File: src/rtl/cpu_pkg.sv
// Shared types and constants for the 64-bit pipeline.
// Branch kinds, ARM-style condition codes and the NZCV flag layout.
package cpu_pkg;

  localparam int DATA_W = 64;
  localparam int REG_W  = 5;

  typedef enum logic [1:0] {
    BR_NONE = 2'b00,
    BR_COND = 2'b01,
    BR_CBZ  = 2'b10,
    BR_CBNZ = 2'b11
  } br_type_t;

  typedef enum logic [3:0] {
    COND_EQ = 4'h0,
    COND_NE = 4'h1,
    COND_HS = 4'h2,
    COND_LO = 4'h3,
    COND_MI = 4'h4,
    COND_PL = 4'h5,
    COND_VS = 4'h6,
    COND_VC = 4'h7,
    COND_HI = 4'h8,
    COND_LS = 4'h9,
    COND_GE = 4'hA,
    COND_LT = 4'hB,
    COND_GT = 4'hC,
    COND_LE = 4'hD,
    COND_AL = 4'hE,
    COND_NV = 4'hF
  } cond_t;

  // Packed MSB-first as {n,z,c,v}, matching the flags_nzcv output.
  typedef struct packed {
    logic n;
    logic z;
    logic c;
    logic v;
  } flags_t;

endpackage

File: src/rtl/cond_eval.sv
// Combinational B.cond evaluator: tests a condition code against NZCV.
// C=1 after a subtract means "no borrow", so HS/LO/HI/LS are unsigned compares.
module cond_eval
  import cpu_pkg::*;
(
  input  flags_t flags,
  input  cond_t  cond,
  output logic   taken
);

  // Decode the condition code into a taken decision.
  always_comb begin
    taken = 1'b1;
    case (cond)
      COND_EQ: taken = flags.z;
      COND_NE: taken = !flags.z;
      COND_HS: taken = flags.c;
      COND_LO: taken = !flags.c;
      COND_MI: taken = flags.n;
      COND_PL: taken = !flags.n;
      COND_VS: taken = flags.v;
      COND_VC: taken = !flags.v;
      COND_HI: taken = flags.c && !flags.z;
      COND_LS: taken = !flags.c || flags.z;
      COND_GE: taken = (flags.n == flags.v);
      COND_LT: taken = (flags.n != flags.v);
      COND_GT: taken = !flags.z && (flags.n == flags.v);
      COND_LE: taken = flags.z || (flags.n != flags.v);
      default: taken = 1'b1;  // AL and NV are both always taken
    endcase
  end

endmodule

File: src/rtl/ex_mem_stage.sv
// EX/MEM pipeline register with the architectural NZCV flags and
// conditional-branch resolution. All outputs come straight from flops.
//
// Pipeline handshake: ex_valid marks a real instruction in EX; it moves into
// MEM on a rising edge when neither stall nor flush is high. stall freezes
// every register (and wins over flush); otherwise a non-captured cycle
// inserts a bubble (mem_valid=0, all side-effect controls cleared).
module ex_mem_stage
  import cpu_pkg::*;
(
  input  logic              clk,
  input  logic              reset_n,
  input  logic              stall,
  input  logic              flush,
  input  logic              ex_valid,
  input  logic [DATA_W-1:0] ex_result,
  input  logic              ex_negative,
  input  logic              ex_zero,
  input  logic              ex_overflow,
  input  logic              ex_carry,
  input  logic              ex_set_flags,
  input  logic [1:0]        ex_br_type,
  input  logic [3:0]        ex_cond,
  input  logic [DATA_W-1:0] ex_store_data,
  input  logic [REG_W-1:0]  ex_rd,
  input  logic              ex_reg_write,
  input  logic              ex_mem_read,
  input  logic              ex_mem_write,
  output logic              mem_valid,
  output logic [DATA_W-1:0] mem_result,
  output logic [DATA_W-1:0] mem_store_data,
  output logic [REG_W-1:0]  mem_rd,
  output logic              mem_reg_write,
  output logic              mem_mem_read,
  output logic              mem_mem_write,
  output logic              mem_branch_taken,
  output logic [3:0]        flags_nzcv
);

  logic [1:0]        rst_sync_q;
  logic              rst_n_int;
  logic              valid_q;
  logic [DATA_W-1:0] result_q;
  logic [DATA_W-1:0] store_q;
  logic [REG_W-1:0]  rd_q;
  logic              reg_write_q;
  logic              mem_read_q;
  logic              mem_write_q;
  logic              br_taken_q;
  flags_t            flags_q;
  flags_t            flags_d;
  logic              cap;
  logic              cond_taken;
  logic              br_taken_d;

  // Reset asserts immediately but releases two clock edges later, in step with clk.
  always_ff @(posedge clk or negedge reset_n) begin
    if (!reset_n) rst_sync_q <= 2'b00;
    else          rst_sync_q <= {rst_sync_q[0], 1'b1};
  end

  assign rst_n_int = rst_sync_q[1];

  // B.cond reads the committed flag register, never the ALU flags in EX.
  cond_eval u_cond_eval (
    .flags (flags_q),
    .cond  (cond_t'(ex_cond)),
    .taken (cond_taken)
  );

  // Capture decision, branch resolution and next flag value.
  always_comb begin
    cap        = !stall && !flush && ex_valid;
    br_taken_d = 1'b0;
    case (br_type_t'(ex_br_type))
      BR_COND: br_taken_d = cond_taken;
      BR_CBZ:  br_taken_d = ex_zero;
      BR_CBNZ: br_taken_d = !ex_zero;
      default: br_taken_d = 1'b0;
    endcase
    flags_d = flags_q;
    if (cap && ex_set_flags) begin
      flags_d = '{n: ex_negative, z: ex_zero, c: ex_carry, v: ex_overflow};
    end
  end

  // Pipeline register: load on capture, bubble on drop, hold on stall.
  always_ff @(posedge clk or negedge rst_n_int) begin
    if (!rst_n_int) begin
      valid_q     <= 1'b0;
      result_q    <= '0;
      store_q     <= '0;
      rd_q        <= '0;
      reg_write_q <= 1'b0;
      mem_read_q  <= 1'b0;
      mem_write_q <= 1'b0;
      br_taken_q  <= 1'b0;
      flags_q     <= '0;
    end else if (!stall) begin
      flags_q <= flags_d;
      if (cap) begin
        valid_q     <= 1'b1;
        result_q    <= ex_result;
        store_q     <= ex_store_data;
        rd_q        <= ex_rd;
        reg_write_q <= ex_reg_write;
        mem_read_q  <= ex_mem_read;
        mem_write_q <= ex_mem_write;
        br_taken_q  <= br_taken_d;
      end else begin
        valid_q     <= 1'b0;
        reg_write_q <= 1'b0;
        mem_read_q  <= 1'b0;
        mem_write_q <= 1'b0;
        br_taken_q  <= 1'b0;
      end
    end
  end

  assign mem_valid        = valid_q;
  assign mem_result       = result_q;
  assign mem_store_data   = store_q;
  assign mem_rd           = rd_q;
  assign mem_reg_write    = reg_write_q;
  assign mem_mem_read     = mem_read_q;
  assign mem_mem_write    = mem_write_q;
  assign mem_branch_taken = br_taken_q;
  assign flags_nzcv       = flags_q;

endmodule

File: config.mk
export PLATFORM = sky130hd
export DESIGN_NAME = ex_mem_stage
export DESIGN_NICKNAME = d
export VERILOG_FILES = /design/src/rtl/cpu_pkg.sv /design/src/rtl/cond_eval.sv /design/src/rtl/ex_mem_stage.sv
export SDC_FILE = /design/constraint.sdc
export NUM_CORES = 1
export LEC_CHECK = 0
export BUFFER_PORTS_ARGS = -buffer_cell sky130_fd_sc_hd__buf_2
export CORE_MARGIN = 3
export CORE_UTILIZATION = 45
export CTS_CLUSTER_DIAMETER = 30
export DETAILED_ROUTE_END_ITERATION = 7
export HOLD_SLACK_MARGIN = 0.15
export PLACE_DENSITY = 0.85
export SETUP_SLACK_MARGIN = 0.4
export SYNTH_ARGS = -nofsm -noshare
export SYNTH_HDL_FRONTEND = slang
export SYNTH_HIERARCHICAL = 1
export SYNTH_SLANG_ARGS = --single-unit
File: constraint.sdc
create_clock -name clk -period 5.6 [get_ports clk]
set_clock_uncertainty 0.15 [all_clocks]
set_input_delay 0.84 -clock clk [delete_from_list [all_inputs] [get_ports clk]]
set_output_delay 0.84 -clock clk [all_outputs]
set_load 0.005 [all_outputs]
==> results.sh, run 1 <==
export IMPL_dp_hpwl_mm=9.99
export IMPL_drc=0
export IMPL_ff2ff_path_depth=6
export IMPL_wl_mm=13.4
export IMPL_pre_cts_slack_ns=2.95
export IMPL_worstSetupStartpoint="stall"
export IMPL_io_pins=294
export IMPL_r2r_start="flags_nzcv[3]"
export IMPL_htree_levels=4
export IMPL_die_area_mm2=0.0137
export IMPL_clkTransAtPathRegs_ns=0.06
export IMPL_fin_crit_sh=0.398
export IMPL_setup_slack_ns=3.37
export IMPL_tightest_slew_ns=0.855
export IMPL_gp_congestion=0.735
export IMPL_end_kind="flip-flop"
export IMPL_regArea_mm2=0.00361
export IMPL_cp_cell_sequence="buf_2, nor3b_4, buf_4, nand2_2, mux2_2"
export IMPL_period_needed_ns=2.23
export IMPL_slew_headroom=0.430
export IMPL_whs_ns=0.135
export IMPL_holdBufCountCts=2
export IMPL_ys_ff_latch=144
export IMPL_crit_family="buffers and inverters"
export IMPL_pwr_density_cell_mw_per_mm2=400
export IMPL_areaGrowthSynthToFinish_pct=40.1
export IMPL_num_rows=39
export IMPL_grt_pass1_wl_mm=19.7
export IMPL_final_nets=784
export IMPL_crit_type="in2reg"
export IMPL_synthCells=330
export IMPL_cp_num_buf_inv=2
export IMPL_grt_use_total=0.189
export IMPL_ys_warn_count=6
export IMPL_io_buffers=293
export IMPL_ant_nets=0
export IMPL_ys_seq_area_frac=0.649
export IMPL_syn_avg_cell_area_um2=16.8
export IMPL_grt_ovfl_total=0
export IMPL_multi_input_area_mm2=0.00179
export IMPL_setup_viol_count_final=0
export IMPL_syn_nets=482
export IMPL_reg2reg_setup_slack_ns=3.73
export IMPL_critPathSlowestCell="buf_4"
export IMPL_cts_sinks=144
export IMPL_fp_dieW_um=117
export IMPL_required_ns=5.74
export IMPL_via_per_inst=4.78
export IMPL_cts_max_path_buffers=2
export IMPL_cap_violations=0
export IMPL_cts_root_buf="clkbuf_16"
export IMPL_start_util=0.472
export IMPL_yosysUniqueCellTypes=26
export IMPL_first_global_vias=4060
export IMPL_post_cts_setup_buffers=0
export IMPL_finalHoldViolCount=0
export IMPL_grt_max_degree=71
export IMPL_start_kind="input port"
export IMPL_fillerInstances=883
export IMPL_fin_setup_tns_ns=0
export IMPL_rsz0062_at_grt="no"
export IMPL_holdCritPathClass="reg2async"
export IMPL_syn_area_mm2=0.00556
export IMPL_ir_drop_mv=0.289
export IMPL_cp_slowest_stage_delay_ns=0.68
export IMPL_r2r_end="mem_branch_taken"
export IMPL_drtIter0Drc=166
export IMPL_vias=3867
export IMPL_timing_fmax_ghz=0.448
export IMPL_numCtsBuffers=17
export IMPL_dr_pass1_iters=4
export IMPL_maxSlewViolCount=0
export IMPL_die_y_um=117
export IMPL_antenna_cells=0
export IMPL_grt_antenna_before_repair=0
export IMPL_power_leakage_nw=3.85
export IMPL_cts_resized_gates=0
export IMPL_status="completed"
export IMPL_crit_arrival_ns=2.37
export IMPL_crit_cells=5
export IMPL_critPathMaxFanout=70
export IMPL_coreArea_mm2=0.0118
export IMPL_layout_drive_gt1_share=0.730
export IMPL_tritoncts="yes"
export IMPL_clock_latency_ns=0.40
export IMPL_routedWlPerCell_um=16.5
## per-stage QoR
step                      utilization  power, mW  cells  cell area, um^2
after floorplan                     -       1.60    330             5560
after global placement          0.604       1.87    775             7100
after detailed placement        0.604       1.90    775             7100
after CTS                       0.662       3.14    809             7790
after global routing            0.662       3.26    809             7790
final                           0.662       3.11    809             7790
## power breakdown
part	total (mW)	switching (mW)	internal [mW]
clock	1.23	0.426	0.804
sequential	1.33	0.101	1.23
combinational	0.547	0.219	0.327
## cell usage in the layout, fill, tap and decap left out, types with 3 or more instances in the layout
master     count
buf_4          4
clkbuf_16     17
bufinv_16      5
dfrtp_1      143
buf_2        293
a22o_1         3
clkinv_4       3
xnor2_1        5
mux2_2       137
nand2_1        3
## cells by family after synthesis
| group | Yosys count | share of synthesized area |
|---|---|---|
| mux | 138 | 0.279 |
| simple gates | 11 | 0.0142 |
| other cells | 1 | 0.000675 |
| xor+xnor | 5 | 0.00788 |
| buf+inv | 17 | 0.0290 |
| flops | 144 | 0.649 |
| compound gates | 14 | 0.0203 |
## routing by layer
metal	vias up	GRT usage	routed length, um	share of wire
li1	1779	-	-	-
met3	29	0.0694	1120	0.084
met5	-	0	0	0
met2	181	0.342	7300	0.55
met1	1878	0.195	4580	0.34
met4	0	0.0810	371	0.028
## area by class of cell
cell class              instances  share of cell area
inverters                       1            0.000482
multi-input cells             169               0.230
flip-flops and latches        144               0.463
clock buffers                  19              0.0569
repair buffers                299               0.196
well taps                     164              0.0263
clock inverters                13              0.0270
## flip-flops by register name, indices dropped and copies added, names as in the netlist, 2 cells and up
signal / flops
mem_result: 64
flags_nzcv: 4
mem_rd: 5
mem_store_data: 64
rst_sync_q: 2
## worst register-to-register path, cell delays in order, from the launching register on
cell	delay (ns)
dfrtp_1	0.45
a21o_2	0.25
a21oi_1	0.14
o32ai_1	0.10
a211o_1	0.25
a21o_1	0.18
a32o_1	0.24
## worst max path at each step
stage | end
CTS | flags_nzcv[0]
global placement | flags_nzcv[1]
detailed placement | flags_nzcv[0]
finish | flags_nzcv[3]
floorplan | flags_nzcv[0]
global route | flags_nzcv[2]
## cell usage after synthesis
cell type | instances | share of area
dfrtp_1 | 144 | 0.65
mux2_2 | 137 | 0.28
buf_6 | 12 | 0.024
xnor2_1 | 5 | 0.0079
a22o_1 | 3 | 0.0047
buf_2 | 3 | 0.0027
nand2_1 | 3 | 0.0020
a21o_1 | 2 | 0.0027
a21oi_1 | 2 | 0.0018
nor2b_1 | 2 | 0.0023
nor3b_1 | 2 | 0.0027
a211o_1 | 1 | 0.0016
a21o_2 | 1 | 0.0016
a22oi_2 | 1 | 0.0023
a31oi_1 | 1 | 0.0011
a32o_1 | 1 | 0.0018
and3b_1 | 1 | 0.0016
buf_4 | 1 | 0.0014
conb_1 | 1 | 0.00067
inv_1 | 1 | 0.00067
mux2i_1 | 1 | 0.0018
nand2_2 | 1 | 0.0011
nand2b_1 | 1 | 0.0011
nor3b_4 | 1 | 0.0034
o22ai_1 | 1 | 0.0011
o32ai_1 | 1 | 0.0016
Power figures use the tool's default switching activity.
==> inputs of run 2 (changes only) <==
CORE_UTILIZATION = 41   (was 45)
PLACE_DENSITY = 0.82   (was 0.85)
clock period = 1.85 ns   (was 5.6 ns; I/O delays follow)
==> results.sh, run 2 (synthesis gave the netlist of run 1 again) <==
export IMPL_dp_cells=795
export IMPL_setup_viol_count_final=0
export IMPL_grt_use_total=0.232
export IMPL_layout_drive_gt1_share=0.602
export IMPL_fin_crit_sh=0.995
export IMPL_end_kind="flip-flop"
export IMPL_ant_nets=0
export IMPL_clock_latency_ns=0.41
export IMPL_vias=4696
export IMPL_critPathMaxFanout=4
export IMPL_cts_max_path_buffers=2
export IMPL_crit_family="compound AO/OA/AOI/OAI gates"
export IMPL_drc=0
export IMPL_io_pins=294
export IMPL_fin_setup_tns_ns=0
export IMPL_cp_cell_sequence="buf_4, a21oi_1, o22ai_1, a211o_1, a21o_1, a32o_1"
export IMPL_grt_antenna_before_repair=1
export IMPL_status="completed"
export IMPL_routedWlPerCell_um=17.7
export IMPL_first_global_vias=5404
export IMPL_crit_arrival_ns=1.99
export IMPL_maxSlewViolCount=0
export IMPL_pre_cts_slack_ns=0.0692
export IMPL_wl_mm=17.3
export IMPL_dp_hpwl_mm=10.4
export IMPL_num_rows=41
export IMPL_fin_cells=980
export IMPL_final_nets=943
export IMPL_critPathSlowestCell="dfrtp_1"
export IMPL_coreArea_mm2=0.0129
export IMPL_grt_ovfl_total=0
export IMPL_cap_violations=0
export IMPL_cp_num_buf_inv=1
export IMPL_via_per_inst=4.79
export IMPL_numCtsBuffers=17
export IMPL_rsz0062_at_grt="yes"
export IMPL_start_util=0.430
export IMPL_cts_sinks=144
export IMPL_final_cell_mix="buf_2, dlygate4sd3_1, dfrtp_1"
export IMPL_cp_slowest_stage_delay_ns=0.42
export IMPL_dr_pass1_iters=4
export IMPL_htree_levels=4
export IMPL_fp_dieW_um=122
export IMPL_ir_drop_mv=0.635
export IMPL_final_common_cell="buf_2"
export IMPL_period_needed_ns=1.84
export IMPL_drtIter0Drc=148
export IMPL_areaGrowthSynthToFinish_pct=69.3
export IMPL_clkTransAtPathRegs_ns=0.06
export IMPL_io_buffers=293
export IMPL_grt_max_degree=74
export IMPL_tritoncts="yes"
export IMPL_power_mw=9.84
export IMPL_timing_fmax_ghz=0.543
export IMPL_setup_slack_ns=0.00834
export IMPL_die_y_um=122
export IMPL_grt_pass1_wl_mm=26.7
export IMPL_start_kind="flip-flop"
export IMPL_crit_type="reg2reg"
export IMPL_cts_root_buf="clkbuf_16"
export IMPL_required_ns=2.00
export IMPL_die_area_mm2=0.0150
export IMPL_holdCritPathClass="reg2async"
export IMPL_gp_congestion=0.723
export IMPL_pwr_density_cell_mw_per_mm2=1050
export IMPL_finalHoldViolCount=0
export IMPL_power_leakage_nw=4.54
==> run 2: cell types whose count changed in the layout (fill, tap and decap cells not counted) <==
cell	delta
dfrtp_1	-1
clkbuf_1	+2
buf_12	+3
clkbuf_8	+2
clkinv_2	-1
buf_4	+11
inv_6	-1
dfrtp_2	+1
clkinv_4	-2
dlygate4sd3_1	+145
diode_2	+4
==> run 2: worst paths after layout <==
path	start	endpoint	slack, ns	cells after the start
max	flags_nzcv[0]	mem_branch_taken	0.008	6
min	rst_sync_q[1]	mem_rd[4]	0.19	1
max reg2reg	flags_nzcv[0]	mem_branch_taken	0.008	6
min reg2reg	rst_sync_q[1]	mem_rd[4]	0.19	1
max in group asynchronous	reset_n	rst_sync_q[1]	0.82	3
min in group clk	rst_sync_q[0]	rst_sync_q[1]	0.20	0
==> run 2: worst register-to-register path, stage by stage (launching register included) <==
cell,delay (ns)
dfrtp_1,0.42
buf_4,0.16
a21oi_1,0.22
o22ai_1,0.10
a211o_1,0.28
a21o_1,0.16
a32o_1,0.24
==> run 2: metrics by stage <==
| stage | area [um^2] | utilization | hold WS, ns |
|---|---|---|---|
| global route | 9400 | 0.727 | 0.218 |
| floorplan | 5570 | - | -0.168 |
| CTS | 9390 | 0.726 | 0.202 |
| detailed placement | 7250 | 0.561 | -0.0830 |
| finish | 9410 | 0.728 | 0.194 |
| global placement | 7250 | 0.561 | -0.0859 |
==> run 2: routing by layer <==
layer / GRT usage / up-vias / share of wire
met5: 0 / - / 0
met4: 0.127 / 0 / 0.037
met1: 0.232 / 2309 / 0.35
met3: 0.0668 / 51 / 0.069
li1: - / 2106 / -
met2: 0.430 / 230 / 0.55
==> run 2: timing repair <==
action                                  CTS  global route
endpoints found under the setup margin    2             2
hold buffers                            146             0
resized for setup                         1             0
endpoints found under the hold margin   144             0
buffers inserted                          2             1
pin swaps                                 2             1
==> run 2: where the power goes <==
group,internal (mW),switching [mW]
combinational,1.23,0.772
clock,2.50,1.27
sequential,3.74,0.337
==> run 2: area by class of cell <==
cell class                      count  area (um^2)
Fill cell                         800         3520
Inverter                            1         3.75
Clock buffer                       23          478
Sequential cell                   144         3610
Tap cell                          172          215
Clock inverter                      9          179
Multi-Input combinational cell    169         1790
Antenna cell                        4         10.0
Timing Repair Buffer              458         3120
==> inputs of run 3 (changes only) <==
CORE_ASPECT_RATIO = 1.2   (was default)
CORE_UTILIZATION = 30   (was 41)
PLACE_DENSITY = 0.6   (was 0.82)
==> results.sh, run 3 (synthesis gave the netlist of run 1 again) <==
export IMPL_crit_arrival_ns=2.02
export IMPL_cts_root_buf="clkbuf_16"
export IMPL_holdCritPathClass="reg2async"
export IMPL_vias=4555
export IMPL_cp_num_buf_inv=0
export IMPL_numCtsBuffers=17
export IMPL_io_buffers=293
export IMPL_setup_slack_ns=-0.0254
export IMPL_critPathMaxFanout=4
export IMPL_power_frac_comb=0.218
export IMPL_finalHoldViolCount=0
export IMPL_first_global_vias=5189
export IMPL_pwr_density_cell_mw_per_mm2=978
export IMPL_grt_antenna_before_repair=0
export IMPL_slew_headroom=0.642
export IMPL_grt_ovfl_total=0
export IMPL_drc=0
export IMPL_dp_hpwl_mm=10.9
export IMPL_status="complete, but fails checks"
export IMPL_finalInstanceArea_mm2=0.00954
export IMPL_htree_levels=4
export IMPL_ir_drop_mv=0.537
export IMPL_r2r_end="mem_branch_taken"
export IMPL_power_switching_mw=2.35
export IMPL_p_sw_frac=0.252
export IMPL_io_pins=294
export IMPL_setup_viol_count_final=1
export IMPL_die_y_um=155
export IMPL_required_ns=2.00
export IMPL_die_area_mm2=0.0202
export IMPL_tritoncts="yes"
export IMPL_fin_crit_sh=1.01
export IMPL_areaGrowthSynthToFinish_pct=71.6
export IMPL_power_leakage_nw=4.59
export IMPL_crit_family="compound AO/OA/AOI/OAI gates"
export IMPL_final_common_cell="buf_2"
export IMPL_layout_drive_gt1_share=0.611
export IMPL_dr_pass1_iters=4
export IMPL_gp_congestion=0.837
export IMPL_place_area_mm2=0.00744
export IMPL_cts_sinks=144
export IMPL_start_util=0.311
export IMPL_cts_max_path_buffers=2
export IMPL_fp_dieW_um=130
export IMPL_fin_cells=1034
export IMPL_power_share_clock=0.346
export IMPL_violations="setup timing"
export IMPL_start_kind="flip-flop"
export IMPL_cp_cell_sequence="a21o_2, a21oi_1, o32ai_1, a211o_1, a21o_1, a32o_1"
export IMPL_ant_nets=0
export IMPL_crit_type="reg2reg"
export IMPL_critPathSlowestCell="dfrtp_2"
export IMPL_timing_fmax_ghz=0.533
export IMPL_coreArea_mm2=0.0178
export IMPL_period_needed_ns=1.88
export IMPL_clock_latency_ns=0.41
export IMPL_final_nets=954
export IMPL_grt_pass1_wl_mm=25.2
export IMPL_r2r_start="flags_nzcv[3]"
export IMPL_cap_violations=0
export IMPL_grt_max_degree=49
export IMPL_end_kind="flip-flop"
export IMPL_reg2reg_setup_slack_ns=-0.03
export IMPL_routedWlPerCell_um=15.8
export IMPL_wl_mm=16.3
export IMPL_drtIter0Drc=110
export IMPL_dp_cells=851
export IMPL_cp_slowest_stage_delay_ns=0.45
export IMPL_power_frac_seq=0.435
export IMPL_tightest_slew_ns=0.537
export IMPL_antenna_cells=0
export IMPL_num_rows=53
export IMPL_ff2ff_path_depth=6
export IMPL_intPower_mw=6.97
export IMPL_rsz0062_at_grt="yes"
export IMPL_clkTransAtPathRegs_ns=0.06
export IMPL_maxSlewViolCount=0
export IMPL_grt_use_total=0.159
export IMPL_final_cell_mix="buf_2, dlygate4sd3_1, dfrtp_1"
export IMPL_via_per_inst=4.41
## run 3: cell types whose count changed in the layout (fill, tap and decap cells not counted), sizes merged
cell      before  now
bufinv         5    1
buf          312  323
clkbuf        23   22
clkinvlp       2    1
clkinv         2    6
inv            1    2
diode          4    0
## run 3: timing repair
action                     in CTS  in global routing
pin swaps                       0                  3
setup endpoints to repair       3                  5
gates cloned                    0                  0
buffers inserted                4                  2
resized for setup               3                  5
hold endpoints to repair      144                  0
hold buffers                  146                  0
## run 3: final cells by class
class | instances | area (um^2)
flip-flops and latches | 144 | 3610
repair buffers | 469 | 3290
clock inverters | 9 | 83.8
multi-input cells | 169 | 1800
well taps | 220 | 275
clock buffers | 22 | 474
inverters | 1 | 3.75
fillers | 1470 | 8300
## run 3: metrics by stage
stage | worst slack (ns) | hold WS (ns) | utilization | power, mW | TNS [ns]
2_1_floorplan | 0.164 | -0.168 | - | 4.83 | 0
3_3_place_gp | 0.0867 | -0.0867 | 0.417 | 5.76 | 0
3_5_place_dp | 0.0406 | -0.0853 | 0.417 | 5.82 | 0
4_1_cts | 0.110 | 0.192 | 0.532 | 9.39 | 0
5_1_grt | -0.0488 | 0.201 | 0.535 | 9.83 | -0.0488
6_report | -0.0254 | 0.168 | 0.535 | 9.33 | -0.0254
## run 3: how the worst max path moves through the flow
stage | start | to | cells past startpoint
after floorplan | flags_nzcv[2] | mem_branch_taken | 6
after global placement | flags_nzcv[3] | mem_branch_taken | 6
after detailed placement | ex_cond[1] | mem_branch_taken | 7
after CTS | flags_nzcv[2] | mem_branch_taken | 6
after global routing | flags_nzcv[3] | mem_branch_taken | 6
final | flags_nzcv[3] | mem_branch_taken | 6
## run 3: power by group through the flow
stage          sequential [mW]  combinational [mW]  clock, mW
2_1_floorplan             4.17               0.665          0
5_1_grt                   4.14                2.22       3.47
3_5_place_dp              4.10                1.72          0
4_1_cts                   4.06                2.01       3.32
6_report                  4.06                2.04       3.23
3_3_place_gp              4.08                1.69          0
## run 3: per-layer routing
layer,share of wire,track usage,vias to the layer above
li1,-,-,2117
met1,0.35,0.160,2223
met2,0.55,0.294,185
met3,0.076,0.0501,30
met4,0.023,0.0678,0
met5,0,0,-
